===== src/rtl/mips_pkg.sv =====
// Shared definitions for the MIPS-style fetch front end.
//   ADDR_W        : byte-address width of the instruction path
//   NOP           : encoding loaded into IF/ID when it is squashed
//   fetch_state_t : fetch FSM states (IDLE, RUN, HALT)
package mips_pkg;

  localparam int ADDR_W = 32;

  localparam logic [31:0] NOP = 32'h0000_0000;

  typedef enum logic [1:0] {
    IDLE = 2'd0,
    RUN  = 2'd1,
    HALT = 2'd2
  } fetch_state_t;

endpackage


===== src/rtl/sat_cnt.sv =====
// Saturating up-counter used for the fetch performance counters.
// Ports:
//   clk   : clock, rising edge
//   rst   : synchronous active-high clear
//   inc   : add one this cycle (ignored once the count is all ones)
//   count : current count value
module sat_cnt #(
  parameter int W = 32
) (
  input  logic         clk,
  input  logic         rst,
  input  logic         inc,
  output logic [W-1:0] count
);

  logic [W-1:0] count_reg;

  always_ff @(posedge clk) begin
    if (rst) begin
      count_reg <= '0;
    end else if (inc && (count_reg != '1)) begin
      count_reg <= count_reg + 1'b1;
    end
  end

  assign count = count_reg;

endmodule


===== src/rtl/if_stage.sv =====
// Instruction-fetch stage: PC register, IF/ID pipeline register and a
// three-state fetch FSM (IDLE / RUN / HALT). HALT is entered when the PC
// leaves the instruction memory and is left only by an in-range redirect.
//
// Build option: define IF_PERF_CNT_EN to enable the stall/flush cycle
// counters; without it the counter outputs are constant zero.
//
// Ports:
//   clk, rst                  : clock and synchronous active-high reset
//   start                     : run enable, 0 holds fetch
//   pc_wr_i, ifid_wr_i        : hazard-unit write enables (0 = stall/hold)
//   flush_i                   : squash IF/ID contents
//   redirect_i, redirect_pc_i : taken branch/jump and its byte target
//   imem_addr_o, imem_instr_i : combinational instruction-memory port
//   pc_o                      : current PC
//   ifid_pc4_o, ifid_instr_o, ifid_valid_o : IF/ID register contents
//   stall_cnt_o, flush_cnt_o  : performance counters
module if_stage
  import mips_pkg::*;
#(
  parameter logic [ADDR_W-1:0] RESET_PC   = 32'h0000_0000,
  parameter int                IMEM_WORDS = 256
) (
  input  logic              clk,
  input  logic              rst,
  input  logic              start,
  input  logic              pc_wr_i,
  input  logic              ifid_wr_i,
  input  logic              flush_i,
  input  logic              redirect_i,
  input  logic [ADDR_W-1:0] redirect_pc_i,
  output logic [ADDR_W-1:0] imem_addr_o,
  input  logic [31:0]       imem_instr_i,
  output logic [ADDR_W-1:0] pc_o,
  output logic [ADDR_W-1:0] ifid_pc4_o,
  output logic [31:0]       ifid_instr_o,
  output logic              ifid_valid_o,
  output logic [31:0]       stall_cnt_o,
  output logic [31:0]       flush_cnt_o
);

  // One past the last valid byte address; one bit wider so the
  // comparison also works when the limit is 2^32.
  localparam logic [ADDR_W:0] LIMIT = (ADDR_W+1)'(IMEM_WORDS) << 2;

  fetch_state_t      state_reg, state_next;
  logic [ADDR_W-1:0] pc_reg, pc_next;
  logic [ADDR_W-1:0] ifid_pc4_reg, ifid_pc4_next;
  logic [31:0]       ifid_instr_reg, ifid_instr_next;
  logic              ifid_valid_reg, ifid_valid_next;

  logic [ADDR_W:0]   pc_seq_wide;
  logic [ADDR_W-1:0] pc_seq;
  logic [ADDR_W-1:0] target;
  logic              seq_in_range;
  logic              target_in_range;

  // The carry of pc+4 is kept only for the range test; the PC itself wraps.
  assign pc_seq_wide     = {1'b0, pc_reg} + (ADDR_W+1)'(4);
  assign pc_seq          = pc_seq_wide[ADDR_W-1:0];
  assign target          = redirect_pc_i & ~32'h3;
  assign seq_in_range    = pc_seq_wide < LIMIT;
  assign target_in_range = {1'b0, target} < LIMIT;

  always_comb begin
    state_next      = state_reg;
    pc_next         = pc_reg;
    ifid_pc4_next   = ifid_pc4_reg;
    ifid_instr_next = ifid_instr_reg;
    ifid_valid_next = ifid_valid_reg;

    case (state_reg)
      IDLE: begin
        if (start) state_next = RUN;
      end

      RUN: begin
        if (!start) begin
          state_next = IDLE;
        end else begin
          // PC path: a stall also discards any redirect in the same cycle.
          if (pc_wr_i) begin
            if (redirect_i) begin
              pc_next = target;
              if (!target_in_range) state_next = HALT;
            end else begin
              pc_next = pc_seq;
              if (!seq_in_range) state_next = HALT;
            end
          end
          // IF/ID path: flush wins over a hold request.
          if (flush_i) begin
            ifid_instr_next = NOP;
            ifid_pc4_next   = '0;
            ifid_valid_next = 1'b0;
          end else if (ifid_wr_i) begin
            ifid_instr_next = imem_instr_i;
            ifid_pc4_next   = pc_seq;
            ifid_valid_next = 1'b1;
          end
        end
      end

      HALT: begin
        if (start) begin
          ifid_instr_next = NOP;
          ifid_pc4_next   = '0;
          ifid_valid_next = 1'b0;
          if (pc_wr_i && redirect_i && target_in_range) begin
            pc_next    = target;
            state_next = RUN;
          end
        end
      end

      default: state_next = IDLE;
    endcase
  end

  always_ff @(posedge clk) begin
    if (rst) begin
      state_reg      <= IDLE;
      pc_reg         <= RESET_PC;
      ifid_pc4_reg   <= '0;
      ifid_instr_reg <= NOP;
      ifid_valid_reg <= 1'b0;
    end else begin
      state_reg      <= state_next;
      pc_reg         <= pc_next;
      ifid_pc4_reg   <= ifid_pc4_next;
      ifid_instr_reg <= ifid_instr_next;
      ifid_valid_reg <= ifid_valid_next;
    end
  end

  assign pc_o         = pc_reg;
  assign imem_addr_o  = pc_reg;
  assign ifid_pc4_o   = ifid_pc4_reg;
  assign ifid_instr_o = ifid_instr_reg;
  assign ifid_valid_o = ifid_valid_reg;

`ifdef IF_PERF_CNT_EN
  logic run_active;
  assign run_active = (state_reg == RUN) && start;

  sat_cnt #(.W(32)) u_stall_cnt (
    .clk   (clk),
    .rst   (rst),
    .inc   (run_active && !pc_wr_i),
    .count (stall_cnt_o)
  );

  sat_cnt #(.W(32)) u_flush_cnt (
    .clk   (clk),
    .rst   (rst),
    .inc   (run_active && flush_i),
    .count (flush_cnt_o)
  );
`else
  assign stall_cnt_o = '0;
  assign flush_cnt_o = '0;
`endif

endmodule


===== config.mk =====
export PLATFORM = sky130hd
export DESIGN_NAME = if_stage
export DESIGN_NICKNAME = d
export VERILOG_FILES = /design/src/rtl/mips_pkg.sv /design/src/rtl/sat_cnt.sv /design/src/rtl/if_stage.sv
export SDC_FILE = /design/constraint.sdc
export NUM_CORES = 1
export LEC_CHECK = 0
export CORE_UTILIZATION = 42
export CTS_CLUSTER_DIAMETER = 30
export DETAILED_ROUTE_END_ITERATION = 10
export PLACE_DENSITY = 0.82
export SYNTH_ARGS = -nofsm -noshare
export SYNTH_HDL_FRONTEND = slang
export SYNTH_HIERARCHICAL = 1
export SYNTH_SLANG_ARGS = --single-unit

===== constraint.sdc =====
create_clock -name clk -period 3.7 [get_ports clk]
set_input_delay 0.37 -clock clk [delete_from_list [all_inputs] [get_ports clk]]
set_output_delay 0.37 -clock clk [all_outputs]
set_load 0.02 [all_outputs]

==> results.tsv, run 1 <==
metric	value	unit
wl_per_cell	15.3	um
synth_edf_count	0	
critPathKind	flip-flop to flip-flop	
cts_resized	0	
stdcell_count	1037	
tightest_slew	1190	ps
ant_nets	0	
pin_count	264	
rsz0062_at_grt	no	
largest_reg_flops	32	
postCtsHoldBufs	0	
endpoint_kind	flip-flop	
dp.cells	1021	
cts_root_buf	clkbuf_16	
die_x	118	um
peakVddDrop	0.000260	V
outcome	finished, final reports clean	
cp_data_required_time	3990	ps
drive_above_1_share	5.55	%
grt_antenna_before_repair	0	
setup_viol	0	
yosysWarnings	6	
drtIter0Drc	455	
multi_input_area	2940	sq um
post_cts_buffers	0	
regArea	1920	sq um
first_global_vias	4839	
cts_sinks	96	
grt_overflow	0	
slew_headroom	20.6	%
maxClockFrequency	303	MHz
first_pass_iters	6	
wl	15900	um
initial_utilization	43.8	%
synthesis.area	5620	sq um
ys_seq_elements	96	
num_rows	41	
maxCapViolCount	0	
fillerInstances	1187	
cts_made_buffers	9	
grt_max_degree	98	
synth_cell_types	53	
period_minus_slack	3300	ps
syn-instance-count	731	
cts.clk_slew.worst_paths	70	ps
vias	5446	
fin_setup_tns	0	ps
ctsHtreeMaxLevel	3	
grt_usage	22.3	%
drc	0	
grt_pass1_wl	25200	um
gp_routability_congestion	0.863	
crit_fanout	8	
avgSynthCellArea	7.69	sq um
viasPerCell	5.25	
core_area	12800	sq um
ys.flop_type	dfxtp_1	
fin_crit_sh	89.2	%
insertion_delay	340	ps
hold_class	flip-flop to flip-flop	
place_hpwl	11100	um
powerDensity	397	nW/um^2
cts_tree	yes	
antenna_cells	0	
syn2layout_area_growth	33.7	%
die_height	118	um
skew	6.58	ps
yosysSeqAreaShare	34.2	%
start_kind	flip-flop	
slew_viol_final	0	
port_buffers	193	
clockBufferDepth	2	
finalNetCount	936	
synthArstFlopShare	0	%
hold_viol	0	
arrival	3590	ps
dieArea	13800	sq um
p_leak	2.79	nW
-- worst max-delay path: stages (launching register included) --
cell and delay [ps]:
dfxtp_1 330, ha_1 220, nand3_1 210, nor2_1 600, nand2_1 290, mux2i_1 180
or4_1 540, or4_4 570, a211oi_2 180, a31o_1 120
-- Yosys cell counts (9+ instances only) --
cell      count  share of area (%)
a21oi_1      42                3.7
a22oi_1      69                9.2
buf_4        99                 13
clkbuf_1     47                3.1
dfxtp_1      96                 34
inv_1        10               0.67
nand2_1      35                2.3
nand3_1      13                1.2
nand4_1       9                1.0
nor2_1      134                9.0
nor3_1       19                1.7
nor4_1        9                1.0
o21ai_0      23                2.0
or3_1         9                1.0
xnor2_1      16                2.5
xor2_1       15                2.3
-- through the flow --
step                util, %  setup WS (ps)  hold WS, ps  power (W)  cell area, sq um
floorplan                 -            410          518    0.00171              5870
global placement       55.9            537          443    0.00194              7170
detailed placement     55.9            458          457    0.00195              7170
CTS                    58.6            434          466    0.00300              7510
global route           58.6           78.1          483    0.00312              7510
finish                 58.6            401          460    0.00298              7510
-- worst paths after layout --
kind                        from      endpoint  slack, ps  cells past startpoint
setup / recovery  imem_addr_o[2]  state_reg[1]        400                      9
hold / removal      ifid_valid_o  ifid_valid_o        460                      2
setup reg to reg  imem_addr_o[2]  state_reg[1]        400                      9
hold reg to reg     ifid_valid_o  ifid_valid_o        460                      2
-- routing by layer --
metal	track usage [%]	wire length, um	vias to the layer above
met5	0	0	-
met4	5.45	198	0
met3	4.75	1370	15
met2	36.5	7670	241
met1	29.7	6680	2559
li1	-	-	2631
-- kinds of logic after synthesis --
kind of cell | Yosys count | share of synthesized area [%]
mux | 2 | 0.356
xor+xnor | 31 | 4.83
compound gates | 169 | 20.0
other cells | 1 | 0.0668
flops | 96 | 34.2
buf+inv | 169 | 18.1
simple gates | 258 | 21.3
fa+ha+maj | 5 | 1.11
-- area by class of cell --
class,instances,share of cell area [%]
repair buffers,210,27.4
clock buffers,12,3.55
flip-flops and latches,96,25.6
clock inverters,4,1.00
multi-input cells,533,39.1
well taps,172,2.87
inverters,10,0.500
-- power breakdown --
group          leakage [nW]  switching (W)  internal [W]
Clock                 0.161       0.000405      0.000648
Sequential            0.777      0.0000724       0.00108
Combinational          1.85       0.000452      0.000324
-- cell usage in the layout (no fill, tap or decap), types with 9 or more instances in the layout --
| cell | count |
|---|---|
| nor4_1 | 9 |
| o21ai_0 | 22 |
| conb_1 | 68 |
| dfxtp_1 | 96 |
| buf_4 | 18 |
| nor2_1 | 134 |
| or3_1 | 9 |
| nor3_1 | 18 |
| clkbuf_16 | 9 |
| nand2_1 | 35 |
| xor2_1 | 15 |
| a21oi_1 | 42 |
| nand4_1 | 9 |
| xnor2_1 | 16 |
| a22oi_1 | 69 |
| clkdlybuf4s50_1 | 192 |
| nand3_1 | 13 |
| inv_1 | 10 |
(Power assumes the default switching activity.)
==> run 2: changes to the inputs <==
==> constraint.sdc (replaced) <==
create_clock -name clk -period 3.11 [get_ports clk]
set_input_delay 0.311 -clock clk [delete_from_list [all_inputs] [get_ports clk]]
set_output_delay 0.311 -clock clk [all_outputs]
set_load 0.02 [all_outputs]
==> run 2 against run 1 <==
Via count is 2.6% higher; first-iteration DRC count is 13% lower; sequential share of layout area is 0.67 points lower; sequential power is 18% higher; critical path depth stayed put; largest power group unchanged; setup slack worse by 220 ps; global-route usage is 0.60 points higher; flip-flop and latch count stayed put; fmax is 12% higher; clock power is 9.5% higher; critical endpoint is now state_reg[0].
==> results.tsv, run 2 (same netlist as run 1, synthesis figures left out) <==
metric	value	unit
outcome	finished, final reports clean	
cts.clk_slew.worst_paths	70	ps
arrival	3140	ps
wl	16300	um
skew	4.68	ps
powerDensity	452	nW/um^2
fin_setup_tns	0	ps
fin_crit_sh	94.3	%
setup_viol	0	
cts_made_buffers	9	
stdcell_count	1068	
period_minus_slack	2930	ps
largest_reg_flops	32	
slew_headroom	23.0	%
post_cts_buffers	0	
drive_above_1_share	9.60	%
cts_root_buf	clkbuf_16	
core_area	12800	sq um
grt_max_degree	69	
dp_worst_setup_slack	121	ps
tightest_slew	1160	ps
drtIter0Drc	397	
maxClockFrequency	341	MHz
path_cells	nand4_2 -> or4_4 -> buf_4 -> nor2_4 -> a31oi_1 -> or4_1 -> nor4b_1 -> mux2i_1 -> a31oi_1	
rsz0062_at_grt	no	
placed_cell_area	7420	sq um
hold_class	input pin to flip-flop	
pin_count	264	
vias	5585	
peakVddDrop	0.000262	V
crit_fanout	7	
gp_routability_congestion	0.885	
grt_usage	22.9	%
slowest_delay	560	ps
drc	0	
cts_tree	yes	
viasPerCell	5.23	
endpoint_kind	flip-flop	
setup_ws	177	ps
first_pass_iters	5	
hold_viol	0	
finalNetCount	967	
final_cell_mix	192 x clkdlybuf4s50_1, 133 x nor2_1, 91 x dfxtp_1	
dieArea	13800	sq um
grt_overflow	0	
syn2layout_area_growth	37.7	%
slew_viol_final	0	
first_global_vias	4865	
cts_sinks	96	
die_x	118	um
ant_nets	0	
port_buffers	193	
p_leak	2.94	nW
antenna_cells	0	
initial_utilization	43.8	%
grt_pass1_wl	25900	um
grt_antenna_before_repair	0	
cpMaxStageDelayCell	or4_4	
wl_per_cell	15.3	um
die_height	118	um
start_kind	flip-flop	
maxCapViolCount	0	
final_util	60.3	%
insertion_delay	340	ps
stdcell_area	7740	sq um
dp.cells	1052	
final_common_cell	clkdlybuf4s50_1	
path_common_cell	a31oi_1	
cp_data_required_time	3320	ps
num_rows	41	
ctsHtreeMaxLevel	3	
critPathKind	flip-flop to flip-flop	
place_hpwl	11800	um
clockBufferDepth	2	
run 2: timing repair:
| item | 4_1_cts | 5_1_grt |
|---|---|---|
| hold buffers | 0 | 0 |
| gates resized for setup | 0 | 4 |
| setup endpoints to repair | 0 | 2 |
run 2: final timing paths:
kind	cells after the start	to	slack, ps	start
setup / recovery	9	state_reg[0]	180	imem_addr_o[9]
hold / removal	2	ifid_instr_o[4]	450	rst
hold reg to reg	2	ifid_valid_o	450	ifid_valid_o
setup reg to reg	9	state_reg[0]	180	imem_addr_o[9]
run 2: cell type report:
| cell class | instances | area (sq um) |
|---|---|---|
| inverters | 10 | 37.5 |
| flip-flops and latches | 96 | 1930 |
| fillers | 1152 | 5090 |
| repair buffers | 241 | 2290 |
| well taps | 172 | 215 |
| multi-input cells | 533 | 2960 |
| clock inverters | 4 | 52.6 |
| clock buffers | 12 | 256 |
run 2: metrics by stage:
stage,hold slack (ps),power [W]
after CTS,444,0.00352
final,449,0.00350
after global placement,445,0.00235
after global routing,469,0.00366
after floorplan,459,0.00204
after detailed placement,446,0.00236
run 2: power by group:
part	leakage (nW)	switching [W]	total (W)	internal (W)
sequential	0.779	0.0000716	0.00136	0.00129
clock	0.141	0.000485	0.00115	0.000668
combinational	2.02	0.000563	0.000987	0.000423
run 2: critical path, delay by kind of cell (launching register included):
| kind | cells | cell delay [ps] |
|---|---|---|
| simple gates | 5 | 1790 |
| buf+inv | 1 | 190 |
| compound gates | 2 | 180 |
| mux | 1 | 250 |
| flops | 1 | 390 |
run 2: layer usage:
metal	up-vias	global-route usage, %	wire length (um)
li1	2690	-	-
met1	2635	31.0	7020
met2	248	37.3	7890
met3	12	4.75	1270
met4	0	4.89	155
met5	-	0	0
==> run 3: changes to the inputs <==
--- a/config.mk
+++ b/config.mk
@@ -5,6 +5,7 @@
 export SDC_FILE = /design/constraint.sdc
 export NUM_CORES = 1
 export LEC_CHECK = 0
+export CORE_MARGIN = 5
 export CORE_UTILIZATION = 42
 export CTS_CLUSTER_DIAMETER = 30
 export DETAILED_ROUTE_END_ITERATION = 10
==> run 3 against run 2 <==
Total power shrank 0.28%; setup slack improved by 24 ps; routed wire length is 6.6% higher; global-route usage down 1.6 points; design area grew 0.32%; worst hold slack got worse by 36 ps; final cell count increased by 0.47%; die area grew 14%; clock skew rose by 0.85 ps; flip-flop and latch count unchanged; non-clock buffer count up 1; critical endpoint is now state_reg[1].
==> results.tsv, run 3 (same netlist as run 1, synthesis figures left out) <==
metric	value	unit
pin_count	264	
start_kind	flip-flop	
stdcell_area	7760	sq um
wl	17400	um
cts_sinks	96	
outcome	finished, final reports clean	
drc	0	
skew	5.54	ps
endpoint_kind	flip-flop	
dieArea	15800	sq um
final_cell_mix	192 x clkdlybuf4s50_1, 133 x nor2_1, 92 x dfxtp_1	
maxCapViolCount	0	
largest_reg_flops	32	
maxClockFrequency	344	MHz
crit_fanout	8	
clockBufferDepth	2	
postCtsHoldBufs	0	
die_x	126	um
fin_crit_sh	93.5	%
num_rows	42	
slowest_delay	570	ps
setup_viol	0	
initial_utilization	42.6	%
p_leak	2.97	nW
period_minus_slack	2910	ps
hold_class	input pin to flip-flop	
min_from	rst	
peakVddDrop	0.000422	V
slew_headroom	35.4	%
final_common_cell	clkdlybuf4s50_1	
r2r_start	imem_addr_o[2]	
cts_resized	0	
grt_overflow	0	
reg2reg_depth	9	
gp_routability_congestion	0.912	
syn2layout_area_growth	38.2	%
post_cts_buffers	0	
critPathKind	flip-flop to flip-flop	
antenna_cells	0	
viasPerCell	5.21	
place_hpwl	12900	um
grt_max_degree	66	
setup_ws	201	ps
die_height	126	um
first_pass_iters	5	
finalNetCount	968	
core_area	13200	sq um
fin_setup_tns	0	ps
ant_nets	0	
rr_endpoint	state_reg[1]	
cts_made_buffers	9	
cts.clk_slew.worst_paths	60	ps
drtIter0Drc	377	
tightest_slew	964	ps
rsz0062_at_grt	no	
ctsHtreeMaxLevel	3	
powerDensity	450	nW/um^2
finalPower	0.00349	W
cts_root_buf	clkbuf_16	
drive_above_1_share	9.36	%
wl_per_cell	16.2	um
placed_cell_area	7450	sq um
first_global_vias	5376	
cpMaxStageDelayCell	or4_4	
hold_viol	0	
path_cells	nand2_1 -> or4_1 -> buf_4 -> nor2_4 -> a31oi_1 -> or4_1 -> or4_4 -> a211oi_2 -> a31o_1	
insertion_delay	350	ps
cts_tree	yes	
fillerInstances	1209	
arrival	3200	ps
grt_usage	21.3	%
path_common_cell	or4_1	
vias	5593	
grt_antenna_before_repair	0	
port_buffers	193	
worst-r2r-setup-slack	200	ps
cp_data_required_time	3400	ps
min_to	ifid_instr_o[11]	
slew_viol_final	0	
dp_worst_setup_slack	182	ps
grt_pass1_wl	27600	um
hold-path-cell-count	2	
[run 3: changes by cell type in the layout (fill, tap and decap cells not counted), sizes merged]
cell,previous run,this run
buf,49,50
clkbuf,12,13
clkinv,0,2
clkinvlp,3,0
[run 3: worst max path at each step]
stage                    start      endpoint  slack [ps]  cells past startpoint
3_5_place_dp    imem_addr_o[2]  state_reg[1]         180                      9
2_1_floorplan  imem_addr_o[10]  state_reg[1]           3                     10
4_1_cts         imem_addr_o[2]  state_reg[1]         160                      9
3_3_place_gp    imem_addr_o[2]  state_reg[1]         240                      9
6_report        imem_addr_o[2]  state_reg[1]         200                      9
5_1_grt         imem_addr_o[2]  state_reg[0]          30                      9
[run 3: area by class of cell]
type	instances	area (sq um)	share of cell area, %
clock inverters	3	40.0	0.516
multi-input cells	533	2960	38.1
well taps	176	220	2.84
clock buffers	13	260	3.35
flip-flops and latches	96	1930	24.8
repair buffers	242	2320	29.9
inverters	10	37.5	0.484
[run 3: report_power, final]
group	total, W	internal (W)	leakage [nW]	switching, W
clock network	0.00113	0.000665	0.150	0.000461
registers	0.00136	0.00129	0.779	0.0000668
logic	0.00101	0.000431	2.04	0.000578
total	0.00349	0.00238	2.97	0.00111
[run 3: worst max-delay path: cells and delay by family (launching register included)]
| family | cells | cell delay [ps] |
|---|---|---|
| buf+inv | 1 | 200 |
| compound gates | 3 | 390 |
| simple gates | 5 | 1840 |
| flops | 1 | 430 |
[run 3: routing by layer]
metal | part of all wire, % | global-route usage [%]
met1 | 41 | 27.0
met2 | 48 | 35.1
met3 | 8.5 | 6.35
met4 | 1.9 | 6.63
met5 | 0 | 0
[run 3: metrics by stage]
stage / hold slack, ps / util (%) / cells
after floorplan: 459 / - / 798
after global placement: 444 / 56.5 / 1057
after detailed placement: 466 / 56.5 / 1057
after CTS: 418 / 58.8 / 1073
after global routing: 436 / 58.9 / 1073
final: 413 / 58.9 / 1073
